**config.mk**
```make
export PLATFORM = sky130hd
export DESIGN_NAME = nesapu_vgm_writer
export DESIGN_NICKNAME = d
export VERILOG_FILES = /design/src/rtl/nesapu_vgm_writer.sv
export SDC_FILE = /design/constraint.sdc
export NUM_CORES = 1
export LEC_CHECK = 0
export CORE_AREA = 3 3 74 76
export DETAILED_ROUTE_END_ITERATION = 10
export DIE_AREA = 0 0 77 79
export PLACE_DENSITY = 0.75
export SKIP_CTS_REPAIR_TIMING = 1
export SLEW_MARGIN = 25
export SYNTH_ARGS = -nofsm -noshare
export SYNTH_HDL_FRONTEND = slang
export SYNTH_SLANG_ARGS = --single-unit
export TNS_END_PERCENT = 5
```
**constraint.sdc**
```tcl
create_clock -name in_clk -period 2.4 [get_ports in_clk]
set_input_delay 0.36 -clock in_clk [delete_from_list [all_inputs] [get_ports in_clk]]
set_output_delay 0.36 -clock in_clk [all_outputs]
set_load 0.05 [all_outputs]
```
**src/rtl/nesapu_vgm_writer.sv**
```systemverilog
// VGM command stream parser driving NES APU register writes and pacing VGM waits.
// Optional: define NESAPU_VGM_WAIT7X_EN to accept 0x70-0x7F short-wait opcodes.
module nesapu_vgm_writer #(
  parameter int CLK_PER_SAMPLE = 41,
  parameter int WR_HOLD        = 2,
  parameter int WR_GAP         = 2
) (
  input  logic       in_clk,
  input  logic       in_rst,
  input  logic [7:0] in_data,
  input  logic       in_valid,
  output logic       out_ready,
  output logic [4:0] out_reg,
  output logic [7:0] out_val,
  output logic       out_wr,
  output logic       out_done,
  output logic       out_error,
  output logic [2:0] dbg_state
);

  // Handshake: a byte moves on every rising edge where in_valid && out_ready;
  // out_ready never depends on in_valid, and the source may hold or drop
  // in_valid freely while out_ready is low.

  localparam int CW   = $clog2(CLK_PER_SAMPLE + 1);
  localparam int PMAX = (WR_HOLD > WR_GAP) ? WR_HOLD : WR_GAP;
  localparam int PW   = $clog2(PMAX + 1);

  typedef enum logic [2:0] {
    S_OP    = 3'd0,
    S_ARG1  = 3'd1,
    S_ARG2  = 3'd2,
    S_WR_HI = 3'd3,
    S_WR_LO = 3'd4,
    S_WAIT  = 3'd5,
    S_DONE  = 3'd6,
    S_ERR   = 3'd7
  } state_t;

  state_t        state, state_n;
  logic          op_wr, op_wr_n;
  logic [7:0]    arg1, arg1_n;
  logic [15:0]   samp, samp_n;
  logic [CW-1:0] cyc, cyc_n;
  logic [PW-1:0] ph, ph_n;
  logic [4:0]    reg_n;
  logic [7:0]    val_n;
  logic          accept;

  assign out_ready = !in_rst && (state == S_OP || state == S_ARG1 || state == S_ARG2);
  assign out_wr    = !in_rst && (state == S_WR_HI);
  assign out_done  = (state == S_DONE);
  assign out_error = (state == S_ERR);
  assign dbg_state = state;
  assign accept    = in_valid && out_ready;

  always_ff @(posedge in_clk) begin
    if (in_rst) begin
      state   <= S_OP;
      op_wr   <= 1'b0;
      arg1    <= '0;
      samp    <= '0;
      cyc     <= '0;
      ph      <= '0;
      out_reg <= '0;
      out_val <= '0;
    end else begin
      state   <= state_n;
      op_wr   <= op_wr_n;
      arg1    <= arg1_n;
      samp    <= samp_n;
      cyc     <= cyc_n;
      ph      <= ph_n;
      out_reg <= reg_n;
      out_val <= val_n;
    end
  end

  always_comb begin
    state_n = state;
    op_wr_n = op_wr;
    arg1_n  = arg1;
    samp_n  = samp;
    cyc_n   = cyc;
    ph_n    = ph;
    reg_n   = out_reg;
    val_n   = out_val;
    case (state)
      S_OP: begin
        if (accept) begin
          case (in_data)
            8'hB4: begin op_wr_n = 1'b1; state_n = S_ARG1; end
            8'h61: begin op_wr_n = 1'b0; state_n = S_ARG1; end
            8'h62: begin samp_n = 16'd735; cyc_n = '0; state_n = S_WAIT; end
            8'h63: begin samp_n = 16'd882; cyc_n = '0; state_n = S_WAIT; end
            8'h66: state_n = S_DONE;
            default: begin
`ifdef NESAPU_VGM_WAIT7X_EN
              if (in_data[7:4] == 4'h7) begin
                samp_n  = 16'(in_data[3:0]) + 16'd1;
                cyc_n   = '0;
                state_n = S_WAIT;
              end else begin
                state_n = S_ERR;
              end
`else
              state_n = S_ERR;
`endif
            end
          endcase
        end
      end
      S_ARG1: begin
        if (accept) begin
          arg1_n  = in_data;
          state_n = S_ARG2;
        end
      end
      S_ARG2: begin
        if (accept) begin
          if (op_wr) begin
            // Addresses above 0x1F belong to a second APU or are invalid: drop.
            if (arg1[7:5] != 3'd0) begin
              state_n = S_OP;
            end else begin
              reg_n   = arg1[4:0];
              val_n   = in_data;
              ph_n    = '0;
              state_n = S_WR_HI;
            end
          end else if ({in_data, arg1} == 16'd0) begin
            state_n = S_OP;
          end else begin
            samp_n  = {in_data, arg1};
            cyc_n   = '0;
            state_n = S_WAIT;
          end
        end
      end
      S_WR_HI: begin
        if (ph == PW'(WR_HOLD - 1)) begin
          ph_n    = '0;
          state_n = S_WR_LO;
        end else begin
          ph_n = ph + 1'b1;
        end
      end
      S_WR_LO: begin
        if (ph == PW'(WR_GAP - 1)) begin
          ph_n    = '0;
          state_n = S_OP;
        end else begin
          ph_n = ph + 1'b1;
        end
      end
      S_WAIT: begin
        if (cyc == CW'(CLK_PER_SAMPLE - 1)) begin
          cyc_n  = '0;
          samp_n = samp - 16'd1;
          if (samp == 16'd1) state_n = S_OP;
        end else begin
          cyc_n = cyc + 1'b1;
        end
      end
      default: state_n = state;
    endcase
  end

endmodule

```
-- Word-level counts from Yosys, hierarchy flattened
Index checks and enable logic that the tools add are counted.
- register bits: 49
- output and inout bits: 20
- word-level logic and storage cells: 95
- add/subtract/negate cells: 3
- eq/ne operators: 28
- multiplexer cells: 32
- bitwise operators: 1
- reduce and logical (&&, ||, !) cells: 23
- operator list (cell ; number):
    two-way mux 16 bit ; 5
    one-hot mux 16 bit (3 select lines) ; 1
    two-way mux 6 bit ; 6
    equality test 8 x 7 -> 1 bit, second input constant ; 4
    one-hot mux 16 bit (2 select lines) ; 1
    two-way mux 3 bit ; 9
    != test 2 bit, second input constant ; 11
    one-hot mux 3 bit (6 select lines) ; 1
    one-hot mux 6 bit (3 select lines) ; 1
    equality test 16 x 1 -> 1 bit, second input constant ; 1
    zero test 16 bit ; 1
    subtractor 16 x 1 -> 16 bit, second input constant ; 1
    equality test 3 bit, second input constant ; 4
    two-way mux 2 bit ; 5
    one-hot mux 3 bit (3 select lines) ; 1
    equality test 8 bit, second input constant ; 1
    AND reduction 4 bit ; 2
    AND reduction 8 bit ; 1
    AND reduction 7 bit ; 1
    adder 6 x 1 -> 6 bit, second input constant ; 1
    equality test 3 x 2 -> 1 bit, second input constant ; 2
    equality test 6 bit, second input constant ; 1
    AND reduction 6 bit ; 1
    nonzero test 3 bit ; 2
    other kinds (17) ; 23

-- Logic depth before layout (Yosys ltp)
Gate-level depths: netlist of the first run.
- depth in word-level cells: 7
- mapped depth: 10
- gate-level depth less buffers: 8

-- Worst setup path before layout of the first run
OpenSTA, ideal clock, no wires.
- path kind: register to output
- start: register state[0], in the netlist dbg_state[0]
- end: output port out_ready
- arrival: 2.323 ns
- required time: 2.040 ns
- path slack: -0.283 ns
- stages on the path, launching flop included: 5
- path through: dfxtp_1 > clkbuf_1 > clkbuf_1 > buf_1 > a211oi_1
- word-level cells in the longest chain between the ends: 4
- elaborated cells between the ends (all ways): 6
- those cells by class: eq/ne: 2; reduce/logical: 4
- ends and longest elaborated chain (what ; line ; text):
    from (decl) ; 40 ; state_t state, state_n;
    from (signal assigned) ; 68 ; state <= state_n;
    equality test 3 x 1 -> 1 bit or zero test 3 bit (tied branches) ; 50 ; assign out_ready = !in_rst && (state == S_OP || state == S_ARG1 || state == S_ARG2);
    logical OR 1 bit ; 50 ;
    logical OR 1 bit * ; 50 ;
    logical AND 1 bit * ; 50 ;
    to (decl) ; 12 ; output logic out_ready,
Every way passes the cells marked *; elsewhere a longest branch is shown, timed or not.

-- Worst setup path after layout of the first run
- start: input port in_data[0]
- end: register samp[0]
- word-level cells in the longest chain between the ends: 4
- elaborated cells between the ends (all ways): 9
- those cells by class: eq/ne: 4; mux: 3; reduce/logical: 2
- ends and longest elaborated chain (what ; line ; text):
    from (decl) ; 10 ; input logic [7:0] in_data,
    equality test 8 x 7 -> 1 bit ; 91 ; case (in_data)
    one-hot mux 16 bit (2 select lines) ; 91 ;
    two-way mux 16 bit ; 90 ; if (accept) begin
    one-hot mux 16 bit (3 select lines) ; 88 ; case (state)
    to (signal assigned) ; 71 ; samp <= samp_n;
    to (decl) ; 43 ; logic [15:0] samp, samp_n;
Several ways; a longest one is shown, not always the timed one. The select of a mux whose other input is x is not followed.
A chain may end at the register's enable or synchronous reset.

==> impl_metrics.json, run 1 <==
{
  "firstDrtPassIters": 5,
  "ir_drop_uv": 817,
  "vias": 2800,
  "synth_seq_cells": 49,
  "grt_max_degree": 36,
  "rsz0062_at_grt": "false",
  "drv_slew": 0,
  "grt_first_pass_wirelength_um": 12300,
  "io_pins": 31,
  "crit_fanout": 7,
  "power.density_nw_per_um2": 1060,
  "cts_tree": "yes",
  "synth.area.top_cells": "dfxtp_1, a21oi_1, nand2_1",
  "core_region_area_um2": 4790,
  "period_share_pct": 90.5,
  "skew_ns": 0.0153,
  "post-route-drc-count": 0,
  "async_flop_share_pct": 0,
  "floorplan.initialDensity_pct": 55.9,
  "wl_per_cell_um": 15.3,
  "synth_top_area_share_pct": 36.7,
  "yosysMostFrequentCell": "nand2_1",
  "synth_cell_type_count": 54,
  "critPathLaunchType": "input port",
  "dp_slack_ns": -0.0768,
  "dp_hpwl_um": 5430,
  "largest_reg_flops": 16,
  "largest_register": "samp",
  "clkTransAtPathRegs_ns": 0.10,
  "slew_headroom_pct": 65.9,
  "nets": 419,
  "synth_area_um2": 2680,
  "p_leak_nw": 1.18,
  "worst_pin_slew_ns": 0.510,
  "clockBufferDepth": 2,
  "area_growth_pct": 22.9,
  "rows": 25,
  "synth-main-ff-cell": "dfxtp_1",
  "synth_warnings": 0,
  "required_ns": 2.58,
  "worstSetupPathType": "in2reg",
  "cts-root-buf": "clkbuf_8",
  "yosys.area.top_type": "dfxtp_1",
  "tns_ns": 0,
  "hold_violations": 0,
  "fillers": 409,
  "status": "finished clean",
  "clkSinkCount": 49,
  "h-tree-depth": 2,
  "die-width_um": 77,
  "syn_nets": 373,
  "multi_input_area_um2": 1560,
  "switching_share_pct": 44.7,
  "arrival_ns": 2.35,
  "drv_cap": 0,
  "setup_ws_ns": 0.228,
  "via_per_inst": 5.93,
  "register_area_um2": 981,
  "internal_power_mw": 1.92,
  "r2r_slack_ns": 0.29,
  "drive_gt1_share_pct": 13.8,
  "synth_edf_count": 0,
  "n_antenna_cell": 0,
  "ant_nets": 0,
  "p_comb_share_pct": 53.0,
  "drt_iter0_drc": 237,
  "setup_viol_count_final": 0,
  "p_sw_mw": 1.55,
  "post-route-min-period_ns": 2.17,
  "fin_util_pct": 68.7,
  "power_frac_seq_pct": 32.4,
  "yosysSeqAreaShare_pct": 36.7,
  "die_y_um": 79,
  "yosys-top-cells-count": "nand2_1, a21oi_1, dfxtp_1",
  "finalPower_mw": 3.47,
  "antenna_found_initial": 0,
  "die_area_um2": 6080,
  "numCtsBuffers": 5,
  "end_kind": "flip-flop",
  "syn-mean-instance-area_um2": 7.48,
  "place_congestion": 0.975,
  "fmax_ghz": 0.460,
  "hold_class": "reg2reg",
  "grt_pass1_vias": 2612,
  "port_buffers": 30,
  "clkLatencyLatePin_ns": 0.31,
  "track_usage_pct": 24.6,
  "syn_inst": 358,
  "grt_overflow_total": 0,
  "p_clk_share_pct": 14.6,
  "reg_top3": "samp (16), arg1 (8), out_val (8)",
  "drt_wl_total_um": 7220,
  "whs_ns": 0.456
}
## stage by stage
step | instance area, µm² | instances
after floorplan | 2680 | 358
after global placement | 3190 | 464
after detailed placement | 3190 | 464
after CTS | 3290 | 472
after global routing | 3290 | 472
final | 3290 | 472
## cells by family after synthesis
logic type,count (synthesis),share of synthesized area (%)
and+or+nand+nor,162,29.3
AOI/OAI and AO/OA,106,25.1
DFF,49,36.7
buffers and inverters,32,5.42
xor gates and xnor gates,4,1.31
adders and majority gates,4,1.87
muxes,1,0.374
## power by group through the flow
stage	clock network, mW	registers, mW	logic, mW
2_1_floorplan	0	1.14	1.27
3_3_place_gp	0	1.14	1.80
3_5_place_dp	0	1.14	1.81
4_1_cts	0.526	1.12	1.82
5_1_grt	0.563	1.15	2.02
6_report	0.508	1.12	1.84
## cell type report
cell class / instances / share of cell area (%)
Multi-Input combinational cell: 277 / 47.3
Clock inverter: 3 / 0.761
Inverter: 9 / 1.03
Timing Repair Buffer: 62 / 16.4
Clock buffer: 5 / 2.09
Tap cell: 67 / 2.55
Sequential cell: 49 / 29.8
## worst paths after layout
path	start	end	depth (start not counted)
worst min-delay path	ph[1]	ph[1]	2
worst min register to register	ph[1]	ph[1]	2
worst max register to register	dbg_state[2]	samp[0]	7
worst max-delay path	in_data[0]	samp[0]	7
## layer usage
metal	GRT usage (%)	routed length, µm
met1	32.0	3210
met2	41.4	3380
met5	0	0
met4	6.41	86
met3	5.78	540
## critical path, cell delays in order
cell and delay, ns:
clkdlybuf4s50_1 0.43, or4_4 0.52, o31a_1 0.34, o211a_1 0.31
buf_4 0.19, nor2_1 0.13, a211oi_2 0.06
## placed cells by master, fill, tap and decap left out, types with 3 or more instances in the layout
cell type        synthesis  routed
nand2_1                 63      63
a21oi_1                 50      50
dfxtp_1                 49      49
buf_4                    1      35
nor2_1                  29      29
clkdlybuf4s50_1          0      24
nor3_1                  18      18
nand3_1                 18      18
o21ai_0                 17      17
inv_1                    9       9
clkbuf_8                 0       5
a211oi_2                 3       4
nand2b_1                 4       4
nor2b_1                  4       4
a31oi_1                  4       4
a22o_1                   4       4
ha_1                     4       4
and3_1                   3       3
o221ai_1                 3       3
or3_1                    3       3
nor4_1                   3       3
a22oi_1                  3       3
xnor2_1                  3       3
a2111oi_0                3       3
a221oi_1                 3       3
(Power assumes the default switching activity.)
==> run 2, diff against run 1 <==
Settings changed: CORE_AREA 3 3 74 76 to 2 2 73 75, DIE_AREA 0 0 77 79 to 0 0 75 77, SKIP_LAST_GASP from default to 1, SLEW_MARGIN 25 to 20.
==> impl_metrics.json, run 2 (synthesized netlist as in run 1, its figures left out) <==
{
  "status": "finished clean",
  "power.density_nw_per_um2": 1050,
  "multi_input_area_um2": 1560,
  "ir_drop_uv": 647,
  "firstDrtPassIters": 5,
  "drv_slew": 0,
  "track_usage_pct": 26.8,
  "final_common_cell": "nand2_1",
  "area_growth_pct": 23.7,
  "die-width_um": 75,
  "dp_hpwl_um": 5550,
  "skew_ns": 0.0138,
  "fillers": 458,
  "register_area_um2": 981,
  "nets": 420,
  "r2r-end": "samp[3]",
  "clkTransAtPathRegs_ns": 0.10,
  "largest_reg_flops": 16,
  "drive_gt1_share_pct": 14.0,
  "hold_violations": 0,
  "grt_first_pass_wirelength_um": 12100,
  "io_pins": 31,
  "whs_endpoint": "out_val[3]",
  "cp_slowest_cell": "clkdlybuf4s50_1",
  "largest_register": "samp",
  "rr_startpoint": "dbg_state[2]",
  "ant_nets": 0,
  "drt_wl_total_um": 7380,
  "cts_tree": "yes",
  "n_antenna_cell": 0,
  "clockBufferDepth": 2,
  "cpPeakStageDelay_ns": 0.80,
  "hold_depth": 2,
  "die_area_um2": 5780,
  "drt_iter0_drc": 222,
  "place_inst": 468,
  "h-tree-depth": 2,
  "post-route-drc-count": 0,
  "post-route-min-period_ns": 2.25,
  "rr_worst_depth": 6,
  "tns_ns": 0,
  "worst_pin_slew_ns": 0.627,
  "die_y_um": 77,
  "port_buffers": 30,
  "fin_util_pct": 66.5,
  "numCtsBuffers": 5,
  "rows": 26,
  "place_congestion": 0.942,
  "fmax_ghz": 0.445,
  "r2r_slack_ns": 0.34,
  "crit_fanout": 12,
  "rsz0062_at_grt": "false",
  "required_ns": 2.04,
  "end_kind": "primary output",
  "vias": 2779,
  "hold_class": "reg2reg",
  "grt_overflow_total": 0,
  "wl_per_cell_um": 15.5,
  "grt_pass1_vias": 2509,
  "antenna_found_initial": 0,
  "final_cells": 476,
  "critPathLaunchType": "flip-flop",
  "worstSetupPathType": "reg2out",
  "grt_max_degree": 39,
  "floorplan.initialDensity_pct": 53.8,
  "hold_start": "out_val[3]",
  "setup_viol_count_final": 0,
  "via_per_inst": 5.84,
  "period_share_pct": 93.7,
  "p_leak_nw": 1.18,
  "drv_cap": 0,
  "clkLatencyLatePin_ns": 0.32,
  "finalPower_mw": 3.46,
  "slew_headroom_pct": 57.8,
  "arrival_ns": 1.89,
  "crit_chain": "nand2_1 > nor2_1 > clkdlybuf4s50_1",
  "mostFrequentLayoutCells": "nand2_1, a21oi_1, dfxtp_1",
  "cts-root-buf": "clkbuf_8",
  "clkSinkCount": 49,
  "core_region_area_um2": 4980,
  "reg_top3": "samp (16), arg1 (8), out_val (8)"
}
run 2: worst max path at each step:
| stage | endpoint | depth (start not counted) | startpoint |
|---|---|---|---|
| finish | out_done | 3 | dbg_state[1] |
| global route | out_done | 3 | dbg_state[1] |
| CTS | out_done | 3 | dbg_state[1] |
| detailed placement | samp[7] | 7 | in_data[0] |
| global placement | samp[7] | 7 | in_data[0] |
| floorplan | out_wr | 3 | dbg_state[0] |
run 2: final cells by class:
class / instances / area share (%)
inverters: 9 / 1.02
well taps: 70 / 2.65
multi-input cells: 277 / 47.0
flip-flops and latches: 49 / 29.6
clock inverters: 3 / 0.756
repair buffers: 63 / 16.9
clock buffers: 5 / 2.08
run 2: through the flow:
stage	setup WS, ns	area [µm²]	hold slack, ns
after floorplan	-0.0751	2680	0.422
after global placement	-0.0121	3220	0.434
after detailed placement	-0.0281	3220	0.448
after CTS	0.155	3310	0.462
after global routing	0.0480	3310	0.479
final	0.152	3310	0.459
run 2: power breakdown:
group	internal (mW)	switching, mW
Clock	0.211	0.309
Combinational	0.742	1.08
Sequential	0.946	0.174
run 2: layer usage:
metal / wire length (µm) / vias to the layer above / track usage (%)
li1: - / 1375 / -
met1: 3230 / 1294 / 38.0
met2: 3500 / 103 / 41.2
met3: 578 / 7 / 4.86
met4: 74 / 0 / 7.32
met5: 0 / - / 0
run 2: critical path, delay by kind of cell, from the launching register on:
family                 cells  cell delay (ns)
buffers and inverters      1             0.80
DFF                        1             0.58
and+or+nand+nor            2             0.18
